File: src/rtl/cdb_arbiter.sv
// Completion-bus arbiter: three per-requester skid FIFOs drained round-robin onto a registered CDB (option CDB_BYPASS_EN).
// Latency: accepted at edge N, broadcast after edge N+1 (after edge N when CDB_BYPASS_EN wins from an empty FIFO).
// Backpressure: req_ready[i] drops while FIFO i is full, during a flush, or while rdy_in is low; CDB itself is never stalled.

// Generic skid FIFO with explicit occupancy count so full and empty stay distinct.
// Latency: head visible the cycle after the push edge.
// Backpressure: full is exported; the caller never pushes when full.
module cdb_fifo #(
    parameter int W         = 36,
    parameter int DEPTH_BIT = 1
) (
    input  logic         core_clk,
    input  logic         arst_n,
    input  logic         clr,
    input  logic         push_vld,
    input  logic [W-1:0] push_dat,
    input  logic         pop_vld,
    output logic [W-1:0] head_dat,
    output logic         empty,
    output logic         full
);
    localparam int DEPTH = 1 << DEPTH_BIT;

    logic [W-1:0]         mem [DEPTH];
    logic [DEPTH_BIT-1:0] wr_ptr;
    logic [DEPTH_BIT-1:0] rd_ptr;
    logic [DEPTH_BIT:0]   cnt;

    assign head_dat = mem[rd_ptr];
    assign empty    = (cnt == '0);
    assign full     = (cnt == (DEPTH_BIT+1)'(DEPTH));

    always_ff @(posedge core_clk or negedge arst_n) begin
        if (!arst_n) begin
            wr_ptr <= '0;
            rd_ptr <= '0;
            cnt    <= '0;
        end else if (clr) begin
            wr_ptr <= '0;
            rd_ptr <= '0;
            cnt    <= '0;
        end else begin
            if (push_vld) wr_ptr <= wr_ptr + 1'b1;
            if (pop_vld)  rd_ptr <= rd_ptr + 1'b1;
            cnt <= cnt + (DEPTH_BIT+1)'(push_vld) - (DEPTH_BIT+1)'(pop_vld);
        end
    end

    always_ff @(posedge core_clk) begin
        if (push_vld && !clr) mem[wr_ptr] <= push_dat;
    end
endmodule

module cdb_arbiter #(
    parameter int ROB_WIDTH_BIT  = 4,
    parameter int FIFO_DEPTH_BIT = 1
) (
    input  logic                       clk_in,
    input  logic                       rst_n_in,
    input  logic                       rdy_in,
    input  logic                       clear_in,
    input  logic [2:0]                 req_valid,
    input  logic [3*ROB_WIDTH_BIT-1:0] req_id,
    input  logic [95:0]                req_val,
    output logic [2:0]                 req_ready,
    output logic                       cdb_valid,
    output logic [ROB_WIDTH_BIT-1:0]   cdb_id,
    output logic [31:0]                cdb_val,
    output logic [1:0]                 cdb_src
);
    localparam int EW = ROB_WIDTH_BIT + 32;

    logic [2:0]    full, empty, accept, cand, push, pop;
    logic [EW-1:0] head   [3];
    logic [EW-1:0] in_dat [3];
    logic [EW-1:0] win_dat;
    logic [1:0]    rr_ptr, win;
    logic [2:0]    idx;
    logic          found, grant;

    assign req_ready = {3{rdy_in & ~clear_in}} & ~full;
    assign accept    = req_valid & req_ready;

`ifdef CDB_BYPASS_EN
    // An accepted request on an empty FIFO competes directly with the heads.
    assign cand = ~empty | accept;
`else
    assign cand = ~empty;
`endif

    assign grant = rdy_in & ~clear_in & (|cand);

    always_comb begin
        win   = 2'd0;
        found = 1'b0;
        idx   = 3'd0;
        for (int k = 0; k < 3; k++) begin
            idx = {1'b0, rr_ptr} + 3'(k);
            if (idx >= 3'd3) idx = idx - 3'd3;
            if (!found && cand[idx]) begin
                win   = idx[1:0];
                found = 1'b1;
            end
        end
    end

    always_comb begin
        pop     = 3'b000;
        push    = accept;
        win_dat = head[win];
        if (grant) begin
            if (!empty[win]) pop[win] = 1'b1;
`ifdef CDB_BYPASS_EN
            else begin
                push[win] = 1'b0;
                win_dat   = in_dat[win];
            end
`endif
        end
    end

    for (genvar i = 0; i < 3; i++) begin : g_req
        assign in_dat[i] = {req_id[i*ROB_WIDTH_BIT +: ROB_WIDTH_BIT], req_val[i*32 +: 32]};

        cdb_fifo #(
            .W         (EW),
            .DEPTH_BIT (FIFO_DEPTH_BIT)
        ) u_fifo (
            .core_clk (clk_in),
            .arst_n   (rst_n_in),
            .clr      (rdy_in & clear_in),
            .push_vld (push[i]),
            .push_dat (in_dat[i]),
            .pop_vld  (pop[i]),
            .head_dat (head[i]),
            .empty    (empty[i]),
            .full     (full[i])
        );
    end

    always_ff @(posedge clk_in or negedge rst_n_in) begin
        if (!rst_n_in) begin
            rr_ptr    <= 2'd0;
            cdb_valid <= 1'b0;
            cdb_id    <= '0;
            cdb_val   <= '0;
            cdb_src   <= 2'd0;
        end else if (rdy_in) begin
            if (clear_in) begin
                cdb_valid <= 1'b0;
                rr_ptr    <= 2'd0;
            end else if (grant) begin
                cdb_valid         <= 1'b1;
                {cdb_id, cdb_val} <= win_dat;
                cdb_src           <= win;
                rr_ptr            <= (win == 2'd2) ? 2'd0 : win + 2'd1;
            end else begin
                cdb_valid <= 1'b0;
            end
        end
    end
endmodule

File: config.mk
export PLATFORM = sky130hd
export DESIGN_NAME = cdb_arbiter
export DESIGN_NICKNAME = d
export VERILOG_FILES = /design/src/rtl/cdb_arbiter.sv
export SDC_FILE = /design/constraint.sdc
export NUM_CORES = 1
export LEC_CHECK = 0
export CORE_UTILIZATION = 40
export CTS_BUF_LIST = sky130_fd_sc_hd__clkbuf_16
export DETAILED_ROUTE_END_ITERATION = 12
export PLACE_DENSITY = 0.63
export SETUP_SLACK_MARGIN = 0.15
export SLEW_MARGIN = 25
export SYNTH_ARGS = -nofsm -noshare
export SYNTH_HDL_FRONTEND = slang
export SYNTH_SLANG_ARGS = --single-unit
export TNS_END_PERCENT = 30
File: constraint.sdc
create_clock -name clk_in -period 3.2 [get_ports clk_in]
set_input_delay 0.64 -clock clk_in [delete_from_list [all_inputs] [get_ports clk_in]]
set_output_delay 0.64 -clock clk_in [all_outputs]
set_load 0.005 [all_outputs]
# [After elaboration in Yosys (flattened, before gate mapping)]
# Memories as Yosys holds them, arrays and structs flattened.
# Cells that the tools add are included.
# W data, S select, Z words.
[totals] ff_bits=53 ram_bits=216 inputBits=115 elab_cells=128 n_memories=3
[classes] n_addsub=18 order_cmp=9 n_eq_ne=4 muxes=49 bitwise=9 n_reduce_logical=22
[mem_list] memory="g_req[0].u_fifo.mem" depth=2 word_bits=36 read_ports=1 rd_ports_with_merged_regs=0 write_ports=1 line="24" text="logic [W-1:0] mem [DEPTH];"
[mem_list] memory="g_req[1].u_fifo.mem" depth=2 word_bits=36 read_ports=1 rd_ports_with_merged_regs=0 write_ports=1 line="24"
[mem_list] memory="g_req[2].u_fifo.mem" depth=2 word_bits=36 read_ports=1 rd_ports_with_merged_regs=0 write_ports=1 line="24"
[op_table] cell="$bmux W36 S2" count=1
[op_table] cell="$mux W36" count=2
[op_table] cell="$mux W1" count=27
[op_table] cell="$mux W2" count=9
[op_table] cell="$mux W3" count=5
[op_table] cell="$reduce_bool A2 Y1" count=7
[op_table] cell="$lt A3 B3 Y1 const B" count=3
[op_table] cell="$bmux W1 S2" count=4
[op_table] cell="$eq A2 B2 Y1 const B" count=4
[op_table] cell="$add A1 B1 Y1 const B" count=6
[op_table] cell="$add A2 B1 Y2" count=3
[op_table] cell="$and A3 B3 Y3" count=2
[op_table] cell="$ge A3 B2 Y1 const B" count=2
[op_table] cell="$logic_and A1 B1 Y1" count=6
[op_table] cell="$logic_not A2 Y1" count=3
[op_table] cell="$not A3 Y3" count=2
[op_table] cell="$sub A2 B1 Y2" count=3
[op_table] cell="$sub A3 B2 Y3 const B" count=2
[op_table] cell="$add A2 B1 Y3 const B" count=1
[op_table] cell="$add A2 B2 Y3 const B" count=1
[op_table] cell="$and A1 B1 Y1" count=3
[op_table] cell="$ge A3 B3 Y1 const B" count=1
[op_table] cell="$logic_not A1 Y1" count=3
[op_table] cell="$lt A2 B3 Y1 const B" count=1
[op_table] cell="other kinds (10)" count=10

# [Logic depth before layout (Yosys ltp)]
# Gate-level depths: netlist of the first run.
[logic_depth] word_depth=19 depth_mapped=15

# [Hierarchy]
# A second synthesis of the first run with hierarchy kept.
[hier_totals] hier_cells=617 hier_area_um2=11335.9
[modules_own_cells] mod="cdb_fifo" instances=3 cells_each=131 area_each_um2=2964.1
[modules_own_cells] mod="cdb_arbiter" instances=1 cells_each=224 area_each_um2=2443.6

# [Least setup slack after synthesis of the first run]
# Ideal clock, no wire load.
[synth_path] path_kind="in2reg" start="in clear_in" end="mem g_req[0].u_fifo.mem[0][0], enable pin" setup_time_ns=0.429 t_arrival_ns=2.685 t_required_ns=2.771 path_slack_ns=0.086 cell_stages=4 n_path_buf=0 path_cell_list="nand2b_1 -> a21oi_1 -> nand2_1 -> nor2_1"
[synth_between] elab_chain_cells=7 word_cells_on_any_way=9
[synth_lines] element="start: declaration" line="61" text="input logic clear_in,"
[synth_lines] element="$not A1 Y1 (no line)"
[synth_lines] element="$and A1 B1 Y1" line="81" text="assign req_ready = {3{rdy_in & ~clear_in}} & ~full;"
[synth_lines] element="$and A3 B3 Y3" line="81"
[synth_lines] element="via req_ready[0]" line="65" text="output logic [2:0] req_ready,"
[synth_lines] element="$and A3 B3 Y3" line="82" text="assign accept = req_valid & req_ready;"
[synth_lines] element="$logic_and A1 B1 Y1" line="50" text="if (push_vld && !clr) mem[wr_ptr] <= push_dat;"
[synth_lines] element="$mux W1" line="50"
[synth_lines] element="$mux W1 (not written as such)" line="50"
[synth_lines] element="end: declaration" line="24"
# The timed path passes the listed nets, and every way through them passes these cells.

# [Final worst setup path of the first run]
[layout_path] start="reg rr_ptr[0]" end="reg g_req[0].u_fifo.cnt[1]"
[layout_between] elab_chain_cells=19 word_cells_on_any_way=37
[layout_lines] element="start: declaration" line="77" text="logic [1:0] rr_ptr, win;"
[layout_lines] element="start signal: assignment" line="156" text="rr_ptr <= (win == 2'd2) ? 2'd0 : win + 2'd1;"
[layout_lines] element="branches (longest 10 deep; another with $add A2 B1 Y3)"
[layout_lines] element="$mux W2 *" line="100" text="if (!found && cand[idx]) begin"
[layout_lines] element="$lt A2 B3 Y1 (not written as such) or $ge A2 B1 Y1 (tied branches)" line="112" text="if (!empty[win]) pop[win] = 1'b1;"
[layout_lines] element="$logic_and A1 B1 Y1 (not written as such)" line="112"
[layout_lines] element="$mux W1 (not written as such)" line="112"
[layout_lines] element="$demux W1 S2" line="112"
[layout_lines] element="$mux W3 *" line="112"
[layout_lines] element="$mux W3 *" line="111" text="if (grant) begin"
[layout_lines] element="$sub A2 B1 Y2 *" line="45" text="cnt <= cnt + (DEPTH_BIT+1)'(push_vld) - (DEPTH_BIT+1)'(pop_vld);"
[layout_lines] element="$mux W2 *" line="38" text="end else if (clr) begin"
[layout_lines] element="end signal: assignment" line="45"
[layout_lines] element="end: declaration" line="27" text="logic [DEPTH_BIT:0] cnt;"
# Every way passes the cells marked *. The select of a mux whose other input is x is not followed.
# A chain may end at the register's enable or synchronous reset.

==> flow_summary.json, run 1 <==
{
  "worst_ep_arrival_time_ns": 3.33,
  "antenna_found_initial": 3,
  "first_global_vias": 6578,
  "netlist_top_cells_count": "edfxtp_1 (216), nor2b_1 (72), dfrtp_1 (53)",
  "min_period_ns": 2.91,
  "critPathLaunchType": "flip-flop",
  "met3_usage": 0.0250,
  "dp_hpwl_mm": 17.1,
  "synthFlopType": "edfxtp_1",
  "setup.worst_path.end_class": "flip-flop",
  "p_per_area_nw_per_um2": 805,
  "die_area_um2": 27800,
  "synth.most_common_cell": "edfxtp_1",
  "synth-edff-count": 216,
  "clock_path_buffers": 3,
  "cp_max_fo": 7,
  "cts.reportedPaths.clkPinSlew_ns": 0.06,
  "finClkSkew_ns": 0.00916,
  "grt_usage": 0.184,
  "finalMaxSlewViolations": 0,
  "yosysTopAreaCellShare": 0.598,
  "vias_per_cell": 5.31,
  "antenna_left": 0,
  "drt_iter0_drc": 441,
  "layout_setup_ws_ns": 0.286,
  "period_share": 0.911,
  "clock-root-buffer": "clkbuf_16",
  "cpMaxStageDelayCell": "or4_4",
  "drc_errors": 0,
  "rsz0062_at_grt": "no",
  "tightest_slew_ns": 0.673,
  "fill_cells": 2163,
  "crit_type": "flip-flop to flip-flop",
  "setup-tns-final_ns": 0,
  "synth_fp_nets": 844,
  "cts_made_buffers": 28,
  "use_met1": 0.267,
  "finalSetupViolCount": 0,
  "clock_sinks": 269,
  "syn_to_final_growth_pct": 28.2,
  "num_rows": 59,
  "num-nets-final": 1004,
  "relSlewSlack": 0.551,
  "synth_seq_area_share": 0.720,
  "holdWs_ns": 0.113,
  "grt_max_degree": 65,
  "ios": 157,
  "syn_area_um2": 10900,
  "grt_pass1_wl_mm": 38.7,
  "min_path_type": "input pin to asynchronous set/reset pin",
  "cp_cell_sequence": "inv_1 -> ha_4 -> or2b_1 -> a21o_1 -> o2111a_1 -> or4_4 -> inv_1 -> ha_1 -> inv_1 -> ha_1 -> xor2_1 -> xnor2_1 -> nor2_1",
  "insertion_delay_ns": 0.53,
  "coreArea_um2": 26400,
  "ys_warn_count": 0,
  "gp_congestion": 0.830,
  "synth_cell_type_count": 40,
  "slowest_delay_ns": 0.50,
  "drt_wl_total_mm": 25.5,
  "yosysTopAreaCell": "edfxtp_1",
  "synthCells": 720,
  "cp_top_family": "simple AND/OR/NAND/NOR gates",
  "use_met2": 0.288,
  "synth.top_cells.by_area": "edfxtp_1 (60%), dfrtp_1 (12%), nor2b_1 (4.2%), mux2i_1 (3.6%), a2111oi_0 (2.9%)",
  "htreeDepth": 1,
  "final_util": 0.528,
  "crit_required_ns": 3.61,
  "p_total_uw": 11200,
  "syn_area_per_cell_um2": 15.1,
  "maxCapViolCount": 0,
  "path_buf_inv": 3,
  "top_usage_layer": "met2",
  "finalHoldViolCount": 0,
  "port_buffers": 156,
  "die_w_um": 167,
  "drt-pass1-iter-count": 4,
  "pre_cts_ws_ns": 0.139,
  "leakagePower_uw": 0.00484,
  "crit_path_frequent_cell": "inv_1",
  "start_util": 0.412,
  "cts_tree": "done",
  "run_status": "finished clean",
  "die_h_um": 167,
  "grt_overflow": 0,
  "vias": 6576,
  "postSynth.asyncResetShare": 0.197,
  "layout-drive-gt1-share": 0.101,
  "vdd_drop_max_uv": 467,
  "wire_per_inst_um": 20.6,
  "ys_ff_latch": 269,
  "timing.fmax_mhz": 343
}
## cell type report
cell class	instances	area, µm²	share of cell area
diodes	3	7.51	0.000540
clock buffers	29	726	0.0522
clock inverters	22	188	0.0135
inverters	15	56.3	0.00405
multi-input cells	381	2850	0.205
flip-flops and latches	269	7820	0.562
well taps	335	419	0.0301
repair buffers	185	1850	0.133
## sequential cells by signal, indices dropped and copies added (netlist names)
name / flops
g_req.u_fifo.mem: 216
cdb_val: 32
g_req.u_fifo.cnt: 6
cdb_id: 4
g_req.u_fifo.rd_ptr: 3
g_req.u_fifo.wr_ptr: 3
cdb_src: 2
rr_ptr: 2
cdb_valid: 1
## final timing paths
| check | start | end | slack (ns) | cells past startpoint |
|---|---|---|---|---|
| hold / removal | rst_n_in | g_req[0].u_fifo.rd_ptr | 0.11 | 1 |
| min in group clk_in | cdb_src[0] | cdb_src[0] | 0.52 | 2 |
| setup reg to reg | rr_ptr[0] | g_req[0].u_fifo.cnt[1] | 0.29 | 13 |
| setup / recovery | rr_ptr[0] | g_req[0].u_fifo.cnt[1] | 0.29 | 13 |
| max in group asynchronous | rst_n_in | g_req[1].u_fifo.rd_ptr | 2.21 | 2 |
| hold reg to reg | cdb_src[0] | cdb_src[0] | 0.52 | 2 |
## logic make-up (layout without fill, tap and decap cells)
| logic type | after synthesis | count (layout) | synth area share |
|---|---|---|---|
| xor gates and xnor gates | 9 | 9 | 0.00726 |
| and+or+nand+nor | 157 | 157 | 0.0767 |
| muxes | 39 | 39 | 0.0360 |
| buffers and inverters | 70 | 251 | 0.0263 |
| DFF | 269 | 269 | 0.720 |
| AOI/OAI and AO/OA | 167 | 167 | 0.124 |
| adders and majority gates | 9 | 9 | 0.0104 |
| other | 0 | 3 | 0 |
## cells in the final DEF (no fill, tap or decap), types with 2 or more instances in the layout
| cell type | count |
|---|---|
| a2111oi_0 | 36 |
| a21o_1 | 4 |
| a21oi_1 | 3 |
| a221oi_1 | 36 |
| a22oi_1 | 36 |
| and2_1 | 5 |
| and3_2 | 3 |
| buf_12 | 6 |
| buf_4 | 23 |
| bufinv_16 | 3 |
| clkbuf_16 | 29 |
| clkdlybuf4s50_1 | 155 |
| clkinv_1 | 6 |
| clkinv_2 | 7 |
| clkinv_4 | 2 |
| clkinvlp_4 | 2 |
| dfrtp_1 | 50 |
| dfrtp_2 | 2 |
| diode_2 | 3 |
| edfxtp_1 | 216 |
| ha_1 | 7 |
| ha_4 | 2 |
| inv_1 | 17 |
| mux2i_1 | 39 |
| nand2_1 | 15 |
| nand2b_1 | 3 |
| nor2_1 | 44 |
| nor2_2 | 2 |
| nor2_4 | 3 |
| nor2b_1 | 72 |
| nor3_1 | 3 |
| nor3b_1 | 2 |
| o2111a_1 | 2 |
| o21ai_0 | 4 |
| o21bai_1 | 3 |
| o31ai_1 | 36 |
| xnor2_1 | 3 |
| xor2_1 | 6 |
## worst register-to-register path, stage by stage (launching register included)
cell      delay, ns
dfrtp_1        0.39
inv_1          0.13
ha_4           0.24
or2b_1         0.27
a21o_1         0.22
o2111a_1       0.18
or4_4          0.50
inv_1          0.08
ha_1           0.22
inv_1          0.06
ha_1           0.15
xor2_1         0.17
xnor2_1        0.13
nor2_1         0.05
## timing repair
action                     in CTS  in global routing
resized for setup               0                  7
setup endpoints to repair       0                  3
hold buffers                    0                  0
setup buffers                   0                  2
## routing by layer
metal | part of all wire | routed length, µm
met5 | 0 | 0
met4 | 0.017 | 439
met3 | 0.051 | 1290
met2 | 0.47 | 11900
met1 | 0.47 | 11900
## per-stage QoR
step	cells	area [µm²]
2_1_floorplan	720	10900
4_1_cts	1234	13800
3_5_place_dp	1183	12900
3_3_place_gp	1183	12900
6_report	1239	13900
5_1_grt	1239	13900
## report_power, final
part           total [µW]  internal [µW]  switching (µW)
combinational        3360           1540            1810
clock                3180           1880            1300
sequential           4660           4240             418
Power figures use the tool's default switching activity.
==> run 2, diff against run 1 <==
Settings changed: PLACE_DENSITY 0.63 to 0.62, SYNTH_HIERARCHICAL set to 1.
==> run 2 against run 1 <==
Effect of this change:
- final area is 2.2% higher
- die area is 4.4% higher
- count of clock-buffer cells in the layout did not move
- sequential power fell by 2%
- global-route usage down 1.3 points
- via count is 8.4% lower
==> flow_summary.json, run 2 <==
{
  "ios": 157,
  "yosysTopAreaCell": "edfxtp_1",
  "setup-tns-final_ns": 0,
  "min_path_type": "input pin to asynchronous set/reset pin",
  "syn_to_final_growth_pct": 25.4,
  "num_rows": 61,
  "gp_congestion": 0.783,
  "grt_overflow": 0,
  "relSlewSlack": 0.318,
  "antenna_found_initial": 0,
  "layout_commonest_cell": "edfxtp_1",
  "synth_seq_area_share": 0.689,
  "grt_max_degree": 54,
  "post_cts_buffers": 0,
  "largest_register": "g_req.u_fifo/mem",
  "finalSetupViolCount": 0,
  "die_h_um": 170,
  "switchingPower_uw": 3110,
  "die_w_um": 170,
  "clock_path_buffers": 3,
  "intPower_uw": 7810,
  "drc_errors": 0,
  "final_cell_mix": "edfxtp_1 (216), clkdlybuf4s50_1 (155), mux2_4 (87)",
  "vdd_drop_max_uv": 513,
  "port_buffers": 156,
  "cts_tree": "done",
  "netlist_top_cells_count": "edfxtp_1 (216), mux2_4 (87), dfrtp_1 (53)",
  "num-nets-final": 917,
  "synth_fp_nets": 742,
  "insertion_delay_ns": 0.53,
  "r2r_cells": 11,
  "htreeDepth": 1,
  "run_status": "finished clean",
  "min_period_ns": 2.91,
  "coreArea_um2": 27900,
  "yosysTopAreaCellShare": 0.572,
  "die_area_um2": 29000,
  "leakagePower_uw": 0.00537,
  "largest_reg_flops": 216,
  "layout-drive-gt1-share": 0.235,
  "synth_cell_type_count": 40,
  "worst_ep_arrival_time_ns": 3.37,
  "maxCapViolCount": 0,
  "antenna_left": 0,
  "synth.top_cells.by_area": "edfxtp_1 (57%), dfrtp_1 (12%), mux2_4 (12%), mux2i_1 (3.4%), a221o_1 (3.2%)",
  "synthCells": 617,
  "ys_ff_latch": 269,
  "setup.worst_path.end_class": "flip-flop",
  "cts_made_buffers": 28,
  "dp_hpwl_mm": 16.4,
  "final_util": 0.510,
  "synth-edff-count": 216,
  "critPathLaunchType": "flip-flop",
  "reg_top3": "g_req.u_fifo/mem: 216 flops, cdb_val: 32 flops, g_req.u_fifo/cnt: 6 flops",
  "start_util": 0.407,
  "postSynth.asyncResetShare": 0.197,
  "syn_area_per_cell_um2": 18.4,
  "clock_power_share": 0.293,
  "timing.fmax_mhz": 344,
  "grt_usage": 0.171,
  "crit_type": "flip-flop to flip-flop",
  "syn_area_um2": 11300,
  "finClkSkew_ns": 0.0160,
  "drt_iter0_drc": 334,
  "seq_power_share": 0.417,
  "wire_per_inst_um": 20.8,
  "finalHoldViolCount": 0,
  "grt_pass1_wl_mm": 37.5,
  "tightest_slew_ns": 1.02,
  "synthFlopType": "edfxtp_1",
  "cp_max_fo": 8,
  "finalMaxSlewViolations": 0,
  "crit_required_ns": 3.66,
  "comb_power_share": 0.290,
  "first_global_vias": 6623,
  "cts.reportedPaths.clkPinSlew_ns": 0.07,
  "vias_per_cell": 5.05,
  "clock_sinks": 269,
  "synth.most_common_cell": "edfxtp_1",
  "p_per_area_nw_per_um2": 768,
  "switching_share": 0.285,
  "clock-root-buffer": "clkbuf_16",
  "drt-pass1-iter-count": 4,
  "rsz0062_at_grt": "no",
  "period_share": 0.908,
  "drt_wl_total_mm": 24.9,
  "ys_warn_count": 6,
  "vias": 6022
}
[run 2: power groups by stage]
stage,clock network (µW),registers [µW],logic [µW]
after floorplan,0,4480,2110
after global placement,0,4610,3050
after CTS,3260,4560,3170
after global routing,3390,4590,3400
final,3200,4550,3170
after detailed placement,0,4630,3150
[run 2: cells by family (layout without fill, tap and decap cells)]
| logic type | after synthesis | count (layout) | share of synthesized area |
|---|---|---|---|
| flops | 269 | 269 | 0.689 |
| mux | 148 | 148 | 0.172 |
| buf+inv | 44 | 241 | 0.0342 |
| fa+ha+maj | 10 | 10 | 0.0110 |
| other cells | 0 | 1 | 0 |
| xor+xnor | 9 | 9 | 0.0106 |
| compound gates | 91 | 91 | 0.0599 |
| simple gates | 46 | 46 | 0.0234 |
[run 2: critical path, stage by stage (launching register included)]
cell      delay [ns]
dfrtp_1         0.40
nor2_1          0.41
mux2i_1         0.18
mux2_2          0.31
a311o_1         0.33
a211oi_4        0.22
nor2b_2         0.22
ha_1            0.25
inv_1           0.07
ha_1            0.14
xnor3_1         0.21
nor2_1          0.09
[run 2: repair_timing]
action,4_1_cts,5_1_grt
hold buffers,0,0
setup endpoints to repair,0,2
hold endpoints to repair,0,0
gates resized for setup,0,2
[run 2: cell type report]
type / count / area, µm²
fill: 2270 / 13600
sequential: 269 / 7820
multi-input combinational: 304 / 3190
timing repair buffer: 178 / 1770
clock buffer: 29 / 726
tap: 378 / 473
clock inverter: 23 / 191
inverter: 11 / 41.3
antenna: 1 / 2.50
[run 2: per-layer routing]
layer  track usage  routed length, µm  up-vias
li1              -                  -     2768
met1         0.211              10400     3058
met2         0.309              12800      161
met3        0.0279               1260       35
met4        0.0454                388        0
met5             0                  0        -
[run 2: path summary, 6_finish.rpt]
check	startpoint	end	slack [ns]
max in group asynchronous	rst_n_in	g_req[2].u_fifo/rd_ptr	2.37
worst max-delay path	g_req[2].u_fifo/cnt[1]	g_req[0].u_fifo/cnt[1]	0.29
worst max register to register	g_req[2].u_fifo/cnt[1]	g_req[0].u_fifo/cnt[1]	0.29
min in group clk_in	cdb_src[1]	cdb_src[1]	0.48
worst min-delay path	rst_n_in	cdb_src[0]	0.28
worst min register to register	cdb_src[1]	cdb_src[1]	0.48
[run 2: metrics by stage]
| stage | hold WS, ns | power (µW) | area (µm²) | setup slack (ns) | instances |
|---|---|---|---|---|---|
| 6_report | 0.278 | 10900 | 14200 | 0.294 | 1193 |
| 5_1_grt | 0.330 | 11400 | 14200 | 0.162 | 1192 |
| 4_1_cts | 0.288 | 11000 | 14200 | 0.288 | 1192 |
| 3_5_place_dp | 0.472 | 7780 | 13300 | 0.228 | 1140 |
| 3_3_place_gp | 0.468 | 7660 | 13300 | 0.310 | 1140 |
| 2_1_floorplan | 0.344 | 6590 | 11400 | 0.144 | 617 |
==> RTL edit 1, RTL diff (settings of run 2) <==
Reset style: synchronous (`arst_n` and `rst_n_in`), changed in 2 clocked blocks.
--- a/src/rtl/cdb_arbiter.sv
+++ b/src/rtl/cdb_arbiter.sv
@@ -30,7 +30,7 @@
     assign empty    = (cnt == '0);
     assign full     = (cnt == (DEPTH_BIT+1)'(DEPTH));
 
-    always_ff @(posedge core_clk or negedge arst_n) begin
+    always_ff @(posedge core_clk) begin
         if (!arst_n) begin
             wr_ptr <= '0;
             rd_ptr <= '0;
@@ -138,7 +138,7 @@
         );
     end
 
-    always_ff @(posedge clk_in or negedge rst_n_in) begin
+    always_ff @(posedge clk_in) begin
         if (!rst_n_in) begin
             rr_ptr    <= 2'd0;
             cdb_valid <= 1'b0;
Check against the original RTL: differs if rst_n_in is asserted again (counterexample within 4 cycles, from zero or initial values and one cycle with rst_n_in low); with rst_n_in held inactive, the same outputs for 4 cycles.
==> RTL edit 1 against run 2 <==
Worst setup slack better by 200 ps. Highest routed layer unchanged. Count of clock-buffer cells in the layout did not move. Sequential cell count up 3. Synthesized area fell by 1.4%. Wire length increased by 0.39%. Clock skew up 0.88 ps. Final area decreased by 1.6%.
Power is not compared: it rests on default switching activity, and its combinational part moved more than twofold at a synthesized area within 25%.
==> RTL edit 1: results (changes against run 2) <==
[critical_path]
worst-path-max-fanout = 5  ; -3
cp-endpoint = g_req[0].u_fifo/cnt[1]$_SDFF_PP0_
r2r_start = rr_ptr[0]$_SDFFE_PN0P_
cp.arrival_ps = 3170  ; -200 ps
setup.worst_path.start = rr_ptr[0]$_SDFFE_PN0P_
slowest_stage = or3_2

[sta]
fin_crit_sh_pct = 84.4  ; -6.4 points
tightest_slew_ps = 921  ; -103 ps

[yosys]
ys_seq_area_share_pct = 68.0  ; -0.87 points
netlist_top_cells_count = 216 x edfxtp_1, 90 x mux2_4, 56 x dfxtp_1
synth.net_count = 828  ; +12%

[placement]
postPlaceCellArea_sq_um = 13100  ; -1.4%
place_congestion = 0.771  ; -1.5%
hpwl_mm = 16.1  ; -1.5%

[detailed_routing]
dr.pass1.iters = 5  ; +1
routed_wire_length_per_instance_um = 19.7  ; -5.5%
drt-total-wl_mm = 25.0  ; +0.39%
drt-initial-drc-count = 561  ; +68%
via_per_inst = 5.05  ; +0.10%

[hold_path]
min_path_type = flop to flop

[power_and_ir_drop]
total_power_mw = 7.61

[status]
outcome = finished clean

[global_routing]
grt_util_all_layers_pct = 17.1  ; +0.035 points
grt_pass1_vias = 6415  ; -3.1%
grt_max_degree = 45  ; -17%

[clock_network]
cts_buffers = 29  ; +3.6%

==> RTL edit 1: cell types whose count changed after synthesis, moves of 5 or more <==
cell / run 2 / this run
o21ai_0: 3 / 37
nand2_1: 1 / 41
dfxtp_1: 0 / 56
a31oi_1: 0 / 36
nand3_1: 1 / 39
nor2_1: 17 / 23
dfrtp_1: 53 / 0
a221o_1: 36 / 0
mux2i_1: 38 / 2
clkbuf_1: 7 / 12
==> RTL edit 1: layer usage <==
metal / wire length, um / global-route usage, % / vias to the layer above
li1: - / - / 2995
met5: 0 / 0 / -
met4: 428 / 4.00 / 0
met2: 11700 / 28.0 / 208
met1: 11400 / 24.0 / 3167
met3: 1460 / 2.73 / 37
==> RTL edit 1: logic make-up (layout without fill, tap and decap cells) <==
logic type / Yosys count / count (layout) / synth area share (%)
DFF: 272 / 272 / 68.0
adders and majority gates: 10 / 10 / 1.12
buffers and inverters: 52 / 245 / 3.78
AOI/OAI and AO/OA: 121 / 121 / 6.38
xor gates and xnor gates: 9 / 9 / 1.07
and+or+nand+nor: 129 / 129 / 5.52
muxes: 110 / 110 / 14.1
==> RTL edit 1: area by class of cell <==
| class | instances | area (sq um) | share of cell area, % |
|---|---|---|---|
| clock buffer | 29 | 726 | 5.19 |
| clock inverter | 24 | 155 | 1.11 |
| inverter | 14 | 52.6 | 0.376 |
| multi-input combinational | 379 | 3200 | 22.9 |
| sequential | 272 | 7610 | 54.4 |
| tap | 372 | 465 | 3.33 |
| timing repair buffer | 178 | 1770 | 12.7 |
==> RTL edit 1: tightest hold or removal path, cell delays in order (launching register included) <==
cell,delay (ps)
dfxtp_1,310
nand2_1,50
a21boi_1,50
==> RTL edit 2, RTL diff (config.mk and constraints of run 2) <==
Made on the original files. The parameter `ROB_WIDTH_BIT` goes from 4 to 6.
--- a/src/rtl/cdb_arbiter.sv
+++ b/src/rtl/cdb_arbiter.sv
@@ -52,7 +52,7 @@
 endmodule
 
 module cdb_arbiter #(
-    parameter int ROB_WIDTH_BIT  = 4,
+    parameter int ROB_WIDTH_BIT  = 6,
     parameter int FIFO_DEPTH_BIT = 1
 ) (
     input  logic                       clk_in,
Interface: changed (resized cdb_id and req_id); port bits go from 157 to 165. The function was not compared with the original's and may differ.
==> RTL edit 2 against run 2 <==
Synthesized area grew 4.5%. Cell count grew 11%. Combinational power grew 74%. Final area grew 4.4%. Count of clock-buffer cells in the layout grew 1. Maximum frequency grew 2.2%. Worst setup slack gained 63 ps. Wire length grew 13%. Total power grew 22%. Sequential cell count grew 14. Clock power shrank 6.6%. Highest routed layer is now met5.
==> RTL edit 2: results (changes against run 2) <==
[status]
outcome = finished clean

[layout]
nFillCells = 2439  ; +7.4%
clock_area_share_pct = 5.69  ; -0.76 points
clkbuf_count = 30  ; +3.4%
nonClkBufAreaFrac_pct = 13.0  ; +0.52 points
multi_input_area_share_pct = 22.4  ; -0.074 points
final_nets = 1047  ; +14%
final_cells = 1322  ; +11%
n_antenna_cell = 0  ; -1
num-nonclk-buffers = 199  ; +12%
syn_to_final_growth_pct = 25.2

[power_and_ir_drop]
p_sw_share_pct = 36.3  ; +7.8 points
vdd_ir_drop_max_uv = 857  ; +67%
combPwrFrac_pct = 41.3  ; +12 points
p_seq_mw = 4.84  ; +6.4%

[sta]
worst_hold_slack_ps = 208  ; -69.6 ps
maxSlewHeadroom_pct = 41.2  ; +9.4 points
clock_skew_ps = 21.3  ; +5.30 ps

[global_routing]
grt_max_degree = 56  ; +3.7%
grt_pass1_vias = 6977  ; +5.3%
antenna_found_initial = 1  ; +1

[detailed_routing]
dr.pass1.iters = 5  ; +1
vias = 6925  ; +15%

[clock_network]
cts_buffers = 29  ; +3.6%

[yosys]
synth_area_leaders = edfxtp_1 58%, dfrtp_1 12%, mux2_2 8.0%, mux2_4 3.9%, o211ai_2 2.1%
synth_edf_count = 228  ; +5.6%
syn-instance-count = 731  ; +18%
ys_seq_area_share_pct = 69.4  ; +0.47 points
synth.distinct_cells = 45  ; +13%
synth.net_count = 862  ; +16%

[critical_path]
worst-path-max-fanout = 4  ; -4
critical-path-top-delay-family = compound AO/OA/AOI/OAI gates
reg2reg_slack_ps = 360  ; +60 ps
slowest_stage = dfrtp_1
cp.arrival_ps = 3320  ; -50 ps

[placement]
place_congestion = 0.792  ; +1.2%
io_buffers = 164  ; +5.1%
hpwl_mm = 18.4  ; +12%

RTL edit 2: layer usage:
| layer | GRT usage, % | vias to the layer above | share of wire, % |
|---|---|---|---|
| met4 | 3.33 | 2 | 1.5 |
| li1 | - | 3188 | - |
| met3 | 3.30 | 36 | 5.7 |
| met5 | 0 | - | 0.046 |
| met2 | 31.5 | 213 | 49 |
| met1 | 25.0 | 3486 | 43 |
RTL edit 2: path summary, 6_finish.rpt:
| check | from | to |
|---|---|---|
| max | rr_ptr[0]$_DFFE_PN0P_ | g_req[0].u_fifo/cnt[1]$_DFF_PN0_ |
| min | rst_n_in | cdb_val[22]$_DFFE_PN0P_ |
| max reg2reg | rr_ptr[0]$_DFFE_PN0P_ | g_req[0].u_fifo/cnt[1]$_DFF_PN0_ |
| min reg2reg | cdb_valid$_DFFE_PN0P_ | cdb_valid$_DFFE_PN0P_ |
| max in group asynchronous | rst_n_in | g_req[1].u_fifo/rd_ptr$_DFFE_PN0P_ |
| min in group clk_in | cdb_valid$_DFFE_PN0P_ | cdb_valid$_DFFE_PN0P_ |
RTL edit 2: cell families after synthesis:
family | count (synthesis) | share of synthesized area, %
flops | 283 | 69.4
compound gates | 132 | 8.16
simple gates | 123 | 4.98
mux | 118 | 12.2
buf+inv | 56 | 3.20
fa+ha+maj | 10 | 1.06
xor+xnor | 9 | 1.01
RTL edit 2: metrics by stage:
step / cell area [sq um] / setup slack (ps) / utilization, %
after floorplan: 11900 / 65.1 / -
after global placement: 14000 / 302 / 48.3
after detailed placement: 14000 / 253 / 48.3
after CTS: 14800 / 269 / 51.3
after global routing: 14800 / 240 / 51.3
final: 14800 / 358 / 51.3
